`src/rtl/boot_loader.sv`:
```
// Byte-stream program loader: assembles little-endian words into instruction memory, then releases the core.
// Optional trailing 32-bit image checksum enabled by defining BOOT_LOADER_CHECKSUM_EN.
module boot_loader #(
  parameter int ADDR_WIDTH = 10,
  parameter int BASE_ADDR  = 0
) (
  input  logic                  clk_i,
  input  logic                  rst_ni,
  input  logic                  byte_valid_i,
  input  logic [7:0]            byte_i,
  output logic                  byte_ready_o,
  output logic                  mem_we_o,
  output logic [ADDR_WIDTH-1:0] mem_addr_o,
  output logic [31:0]           mem_wdata_o,
  output logic                  core_rst_no,
  output logic                  fetch_enable_o,
  output logic                  done_o,
  output logic                  error_o
);

  // state | meaning
  // HDR   | collecting the 4-byte word count
  // LOAD  | collecting image words, one memory write per word
  // CSUM  | collecting the 4-byte checksum (checksum build only)
  // DONE  | image loaded, core released (sticky)
  // ERROR | load aborted, core held in reset (sticky)
  typedef enum logic [2:0] {
    HDR,
    LOAD,
`ifdef BOOT_LOADER_CHECKSUM_EN
    CSUM,
`endif
    DONE,
    ERROR
  } state_t;

  localparam logic [32:0]           CAP    = 33'd1 << ADDR_WIDTH;
  localparam logic [ADDR_WIDTH-1:0] BASE_A = ADDR_WIDTH'(BASE_ADDR);

  state_t                state_q, state_d;
  logic [1:0]            cnt_q, cnt_d;
  logic [31:0]           asm_q, asm_d;
  logic [31:0]           rem_q, rem_d;
  logic [ADDR_WIDTH-1:0] idx_q, idx_d;
  logic                  ready_q, ready_d;
  logic                  we_q, we_d;
  logic [ADDR_WIDTH-1:0] addr_q, addr_d;
  logic [31:0]           wdata_q, wdata_d;
  logic                  done_q, error_q, error_d;
  logic                  xfer;
  logic [31:0]           word;
`ifdef BOOT_LOADER_CHECKSUM_EN
  logic [31:0]           sum_q, sum_d;
`endif

  assign xfer = byte_valid_i && ready_q;
  assign word = {byte_i, asm_q[31:8]};

  always_comb begin
    state_d = state_q;
    cnt_d   = cnt_q;
    asm_d   = asm_q;
    rem_d   = rem_q;
    idx_d   = idx_q;
    we_d    = 1'b0;
    addr_d  = addr_q;
    wdata_d = wdata_q;
`ifdef BOOT_LOADER_CHECKSUM_EN
    sum_d   = sum_q;
`endif
    if (xfer) begin
      asm_d = word;
      cnt_d = cnt_q + 2'd1;
      if (cnt_q == 2'd3) begin
        case (state_q)
          HDR: begin
            rem_d = word;
            idx_d = '0;
            if (word == 32'd0 || {1'b0, word} > CAP) state_d = ERROR;
            else                                     state_d = LOAD;
          end
          LOAD: begin
            we_d    = 1'b1;
            addr_d  = BASE_A + idx_q;
            wdata_d = word;
            idx_d   = idx_q + 1'b1;
            rem_d   = rem_q - 32'd1;
`ifdef BOOT_LOADER_CHECKSUM_EN
            sum_d   = sum_q + word;
            if (rem_q == 32'd1) state_d = CSUM;
`else
            if (rem_q == 32'd1) state_d = DONE;
`endif
          end
`ifdef BOOT_LOADER_CHECKSUM_EN
          CSUM: state_d = (word == sum_q) ? DONE : ERROR;
`endif
          default: ;
        endcase
      end
    end
  end

  // Header errors show immediately; checksum errors surface one cycle later like release.
`ifdef BOOT_LOADER_CHECKSUM_EN
  assign ready_d = (state_d == HDR) || (state_d == LOAD) || (state_d == CSUM);
`else
  assign ready_d = (state_d == HDR) || (state_d == LOAD);
`endif
  assign error_d = (state_q == ERROR) || (state_q == HDR && state_d == ERROR);

  always_ff @(posedge clk_i) begin
    if (!rst_ni) begin
      state_q <= HDR;
      cnt_q   <= '0;
      asm_q   <= '0;
      rem_q   <= '0;
      idx_q   <= '0;
      ready_q <= 1'b0;
      we_q    <= 1'b0;
      addr_q  <= '0;
      wdata_q <= '0;
      done_q  <= 1'b0;
      error_q <= 1'b0;
`ifdef BOOT_LOADER_CHECKSUM_EN
      sum_q   <= '0;
`endif
    end else begin
      state_q <= state_d;
      cnt_q   <= cnt_d;
      asm_q   <= asm_d;
      rem_q   <= rem_d;
      idx_q   <= idx_d;
      ready_q <= ready_d;
      we_q    <= we_d;
      addr_q  <= addr_d;
      wdata_q <= wdata_d;
      done_q  <= (state_q == DONE);
      error_q <= error_d;
`ifdef BOOT_LOADER_CHECKSUM_EN
      sum_q   <= sum_d;
`endif
    end
  end

  assign byte_ready_o   = ready_q;
  assign mem_we_o       = we_q;
  assign mem_addr_o     = addr_q;
  assign mem_wdata_o    = wdata_q;
  assign core_rst_no    = done_q;
  assign fetch_enable_o = done_q;
  assign done_o         = done_q;
  assign error_o        = error_q;

endmodule

```
`config.mk`:
```
export PLATFORM = sky130hd
export DESIGN_NAME = boot_loader
export DESIGN_NICKNAME = d
export VERILOG_FILES = /design/src/rtl/boot_loader.sv
export SDC_FILE = /design/constraint.sdc
export NUM_CORES = 1
export LEC_CHECK = 0
export ABC_CLOCK_PERIOD_IN_PS = 1900
export CAP_MARGIN = 10
export CORE_MARGIN = 2
export CORE_UTILIZATION = 32
export CTS_BUF_LIST = sky130_fd_sc_hd__clkbuf_8
export DETAILED_ROUTE_END_ITERATION = 8
export GPL_TIMING_DRIVEN = 1
export HOLD_SLACK_MARGIN = 0.15
export SYNTH_ARGS = -nofsm -noshare
export SYNTH_HDL_FRONTEND = slang
export SYNTH_SLANG_ARGS = --single-unit
```
`constraint.sdc`:
```
create_clock -name clk_i -period 1.9 [get_ports clk_i]
set_clock_uncertainty 0.1 [all_clocks]
set_input_delay 0.475 -clock clk_i [delete_from_list [all_inputs] [get_ports clk_i]]
set_output_delay 0.475 -clock clk_i [all_outputs]
set_load 0.02 [all_outputs]
```
==> results.cfg, run 1 <==
[timing]
hold_violations = 0
period_needed_ns = 2.04
fmax_ghz = 0.490
period_share_pct = 107
worst_pin_slew_ns = 0.386
fin_ws_ns = -0.142
rsz0062_at_grt = true
setup_viol = 8
maxSlewHeadroom_pct = 74.1
slew_violations = 0

[clocking]
cts_tree = built
cts.sinks = 117
clk-insertion-delay-late_ns = 0.45
htree_levels = 4
cts.reportedPaths.clkPinSlew_ns = 0.08
hold_buffers = 0
numCtsBuffers = 17
clock-root-buffer = clkbuf_8
max-clock-path-buffers = 2

[synth]
netlist_instances = 657
ys_ff_latch = 117
synth_top_area_share_pct = 45.3
synth.area.top_cells = dfxtp_1 45%, nand2_1 11%, a21oi_1 9.2%, o21ai_0 3.7%, nor2_1 2.9%
syn-num-nets = 672
syn-cell-area_um2 = 5160
synth_xor_area_share_pct = 0.339
synth_fa_ha_area_share_pct = 0.969
synth_warnings = 0
ys_types = 60
syn_avg_cell_area_um2 = 7.86
yosysTopAreaCell = dfxtp_1
synthSimpleGateAreaFrac_pct = 26.6
synth_mux_area_share_pct = 0.388
synth_top_family_by_area = simple AND/OR/NAND/NOR gates
synth_ff_type = dfxtp_1
ys_seq_area_share_pct = 45.3
synth_edf_count = 0
async_flop_share_pct = 0
synth-compound-area-share_pct = 22.0

[routing]
wl_um = 17100
dr.pass1.iters = 5
wl_per_cell_um = 16.4
antenna_left = 0
drtIter0Drc = 423
via_per_inst = 5.32
drcViolationCount = 0
vias = 5569

[grt]
grtUsageMet2_pct = 31.7
grt.busiest_layer = met2
grtUsageMet1_pct = 27.6
overflow = 0
use_met3_pct = 5.01
antenna_found_initial = 0
grt_max_degree = 58
track_usage_pct = 20.5
grt_pass1_vias = 5313
grt_pass1_wl_um = 27300

[cells_and_area]
drive_gt1_share_pct = 28.9
fin_area_um2 = 7760
n_fill_cell = 1504
final_cell_mix = 150 x nand2_1, 111 x buf_4, 100 x dfxtp_1, 93 x a21oi_1, 50 x dlygate4sd2_1
final_common_cell = nand2_1
final_util_pct = 49.0
antennaDiodeCount = 0
nNetsFinal = 832
area_growth_syn_to_layout_pct = 50.2

[placed_design]
pre_cts_slack_ns = -0.629
portBuffers = 58
routabilityCongestion = 0.912
dpl-instance-area_um2 = 6910
hpwl_um = 11800

[floorplanning]
core-area_um2 = 15800
row_count = 46
die-height_um = 131
chipWidth_um = 131
die-area_um2 = 17200
pin_count = 59
start_util_pct = 32.6

[outcome]
status = finished, violations left
violations = setup timing

[worst_setup_path]
cp-end-kind = flop
worstPathRequired_ns = 2.14
path_class = reg -> reg
crit_fanout = 4
arrival_ns = 2.29
worstSetupStartpointType = flop

[hold_path]
hp-class = reg -> reg

[power_and_ir_drop]
power_mw = 5.24
power.density_nw_per_um2 = 676
p_leak_nw = 3.13
vdd_ir_drop_max_uv = 417

[flow_run]
max_cap_violations = 0
==> layout make-up <==
type / count / area, um2 / area share, %
Clock buffer: 18 / 248 / 3.19
Clock inverter: 14 / 175 / 2.26
Inverter: 9 / 36.3 / 0.468
Multi-Input combinational cell: 483 / 2960 / 38.2
Sequential cell: 117 / 2370 / 30.6
Tap cell: 216 / 270 / 3.48
Timing Repair Buffer: 189 / 1700 / 21.9
==> critical path, cell delays in order (launching register included) <==
cell	delay, ns
dfxtp_2	0.32
or3_4	0.38
or3_4	0.37
or4_4	0.46
o31ai_4	0.21
nor2_1	0.09
==> where the power goes <==
part / total, mW / switching [mW] / internal [mW] / leakage [nW]
Clock: 2.45 / 1.11 / 1.34 / 0.206
Sequential: 2.48 / 0.0163 / 2.46 / 0.954
Combinational: 0.308 / 0.173 / 0.135 / 1.97
Total: 5.24 / 1.30 / 3.94 / 3.13
==> cells by family (layout without fill, tap and decap cells) <==
logic type               count (synthesis)  in the layout
adder cells (fa/ha/maj)                  4              4
flip-flops                             117            117
XOR/XNOR                                 2              2
multiplexers                             2              2
AO/OA/AOI/OAI                          188            188
AND/OR/NAND/NOR                        287            287
buffers and inverters                   57            230
==> final timing paths <==
check                              startpoint  slack, ns  cells past startpoint            end
worst min-delay path            mem_addr_o[6]       0.35                      2  mem_addr_o[6]
worst min register to register  mem_addr_o[6]       0.35                      2  mem_addr_o[6]
worst max register to register      rem_q[26]      -0.14                      5   byte_ready_o
worst max-delay path                rem_q[26]      -0.14                      5   byte_ready_o
==> synth_stat cells, types with 3 or more instances <==
| master | count |
|---|---|
| or3_1 | 6 |
| or4_1 | 3 |
| nor3b_1 | 3 |
| nand3b_1 | 4 |
| and2_1 | 3 |
| a31oi_1 | 4 |
| nor4_1 | 18 |
| a311oi_1 | 13 |
| and3_1 | 4 |
| nand2_1 | 151 |
| buf_2 | 5 |
| a211oi_1 | 7 |
| clkbuf_1 | 36 |
| nand3_1 | 8 |
| inv_1 | 8 |
| nor3_1 | 20 |
| dfxtp_1 | 117 |
| nor4b_1 | 3 |
| nor2_1 | 40 |
| ha_1 | 4 |
| buf_1 | 5 |
| o21ai_0 | 38 |
| nand4_1 | 6 |
| o211ai_1 | 5 |
| a21oi_1 | 95 |
==> per-layer routing <==
layer	vias to the layer above	routed length [um]	share of wire, %
li1	2679	-	-
met1	2675	7730	45
met2	186	8010	47
met3	29	1040	6.1
met4	0	335	2.0
met5	-	0	0
==> what timing repair did <==
| item | in CTS | in global routing |
|---|---|---|
| setup buffers | 2 | 13 |
| cloned | 1 | 0 |
| endpoints found under the setup margin | 77 | 69 |
| pin swaps | 7 | 33 |
| gates resized for setup | 81 | 62 |
==> registers in the layout (all words and copies together) (netlist names) <==
| name | cells |
|---|---|
| state_q | 3 |
| rem_q | 32 |
| mem_addr_o | 10 |
| cnt_q | 2 |
| byte_ready_o | 1 |
| mem_we_o | 1 |
| mem_wdata_o | 32 |
| error_o | 1 |
| idx_q | 10 |
| asm_q | 24 |
| core_rst_no | 1 |
==> per-stage QoR <==
step                cells  hold slack (ns)  TNS [ns]
floorplan             657            0.340    -0.280
global placement     1002            0.346    -32.96
detailed placement   1002            0.350    -36.66
CTS                  1036            0.358    -0.499
global route         1046            0.375     -2.28
finish               1046            0.354    -0.667
(Power assumes the default switching activity.)
==> run 2: changes to the inputs <==
Settings changed: CAP_MARGIN 10 to 20, CORE_ASPECT_RATIO set to 1.25, CORE_UTILIZATION 32 to 50, PLACE_DENSITY set to 0.75.
==> run 2 against run 1 <==
  * The flow still finishes with violations (setup timing)
  * Final area shrank 3.2%
  * Non-clock buffer count shrank 6
  * Total power shrank 7.9%
  * Critical path depth is the same
  * Register-to-register slack is essentially flat
  * Worst hold slack lost 0.0038 ns
  * Die area shrank 35%
  * Cell count shrank 9.0%
  * Critical endpoint is now state_q[1]
  * Global-route usage grew 10 points
==> results.cfg, run 2 (synthesis results as in run 1) <==
[grt]
overflow = 0
grt_pass1_wl_um = 27100
antenna_found_initial = 0
grt_max_degree = 56
track_usage_pct = 30.7
grt_pass1_vias = 5499

[floorplanning]
row_count = 41
die-area_um2 = 11200
pin_count = 59
die-height_um = 118
start_util_pct = 51.4
core-area_um2 = 10100
chipWidth_um = 94.9

[routing]
drcViolationCount = 0
m1WireLength_um = 7070
dr.pass1.iters = 7
wl_per_cell_um = 18.1
antenna_left = 0
wl_met3_um = 1040
vias = 5715
wl_met2_um = 8530
via_per_inst = 6.00
top_layer = met4
drtIter0Drc = 500
wl_um = 17300

[cells_and_area]
final_util_pct = 74.7
layoutNonFillerInstCount = 952
n_fill_cell = 755
final-seq-area_um2 = 2360
antennaDiodeCount = 0
multi_input_area_um2 = 2990
drive_gt1_share_pct = 27.0
nNetsFinal = 826
final_cell_mix = 148 x nand2_1, 109 x buf_4, 108 x dfxtp_1, 94 x a21oi_1, 50 x dlygate4sd2_1
final_common_cell = nand2_1
area_growth_syn_to_layout_pct = 45.4
fin_area_um2 = 7510

[worst_setup_path]
path_class = reg -> reg
critical_path.most_common_cell = or3_4
crit_path_cell_trace = or3_4 -> or3_4 -> or4_4 -> a211oi_2 -> o311a_1
crit_fanout = 4
cp-end-kind = flop
cpPeakStageDelay_ns = 0.46
worstSetupStartpointType = flop
worstPathRequired_ns = 2.18
arrival_ns = 2.34
cp_slowest_cell = or4_4
reg2reg_slack_ns = -0.15

[power_and_ir_drop]
power.density_nw_per_um2 = 642
switching_share_pct = 25.0
seq_power_share_pct = 51.6
internal_power_mw = 3.62
p_leak_nw = 3.10
combinationalPowerShare_pct = 6.0
power_mw = 4.83
clock_power_share_pct = 42.4
vdd_ir_drop_max_uv = 494
power_switching_mw = 1.20

[placed_design]
dpl-instance-area_um2 = 6650
hpwl_um = 11200
dp.cells = 903
portBuffers = 58
routabilityCongestion = 0.870

[clocking]
max-clock-path-buffers = 2
cts_tree = built
cts.reportedPaths.clkPinSlew_ns = 0.07
htree_levels = 4
cts.sinks = 117
clk-insertion-delay-late_ns = 0.44
numCtsBuffers = 17
clock-root-buffer = clkbuf_8
hold_buffers = 0

[hold_path]
hp-class = reg -> reg

[timing]
fin_tns_setup_ns = -1.02
slew_violations = 0
maxSlewHeadroom_pct = 64.6
worst_pin_slew_ns = 0.528
rsz0062_at_grt = true
period_needed_ns = 2.05
hold_violations = 0
fin_ws_ns = -0.153
setup_viol = 20
fmax_ghz = 0.487
period_share_pct = 108

[outcome]
status = finished, violations left
violations = setup timing

[flow_run]
max_cap_violations = 0
[run 2: repair_timing]
| item | CTS | global route |
|---|---|---|
| pin swaps | 9 | 20 |
| endpoints found under the setup margin | 84 | 82 |
| gates resized for setup | 87 | 52 |
| buffers inserted | 3 | 13 |
| hold endpoints to repair | 0 | 0 |
| gates cloned | 0 | 2 |
[run 2: area by class of cell]
| cell class | count | area share (%) |
|---|---|---|
| sequential | 117 | 31.4 |
| timing repair buffer | 183 | 21.6 |
| clock inverter | 13 | 1.27 |
| clock buffer | 18 | 3.30 |
| tap | 129 | 2.15 |
| inverter | 9 | 0.516 |
| multi-input combinational | 483 | 39.8 |
[run 2: final timing paths]
check             depth (start not counted)      startpoint             end
setup / recovery                          5       rem_q[26]      state_q[1]
hold reg to reg                           2  mem_wdata_o[7]  mem_wdata_o[7]
setup reg to reg                          5       rem_q[26]      state_q[1]
hold / removal                            2  mem_wdata_o[7]  mem_wdata_o[7]
[run 2: metal layers]
metal,vias to the layer above,GRT usage (%)
met4,0,12.9
met3,57,6.53
li1,2652,-
met2,244,50.9
met1,2762,38.2
met5,-,0
[run 2: power by group through the flow]
stage / combinational [mW] / sequential, mW / clock, mW
after detailed placement: 0.250 / 2.54 / 0
after global placement: 0.246 / 2.54 / 0
after global routing: 0.309 / 2.49 / 2.18
final: 0.291 / 2.49 / 2.05
after CTS: 0.260 / 2.48 / 2.07
after floorplan: 0.118 / 2.54 / 0
[run 2: worst max-delay path, delay by kind of cell (launching register included)]
kind | cells | cell delay (ns)
and+or+nand+nor | 3 | 1.21
AOI/OAI and AO/OA | 2 | 0.37
DFF | 1 | 0.32
[run 2: through the flow]
step / hold WS, ns / worst slack, ns
floorplan: 0.340 / -0.0673
global placement: 0.343 / -0.807
detailed placement: 0.347 / -0.903
CTS: 0.354 / -0.160
global route: 0.368 / -0.207
finish: 0.350 / -0.153
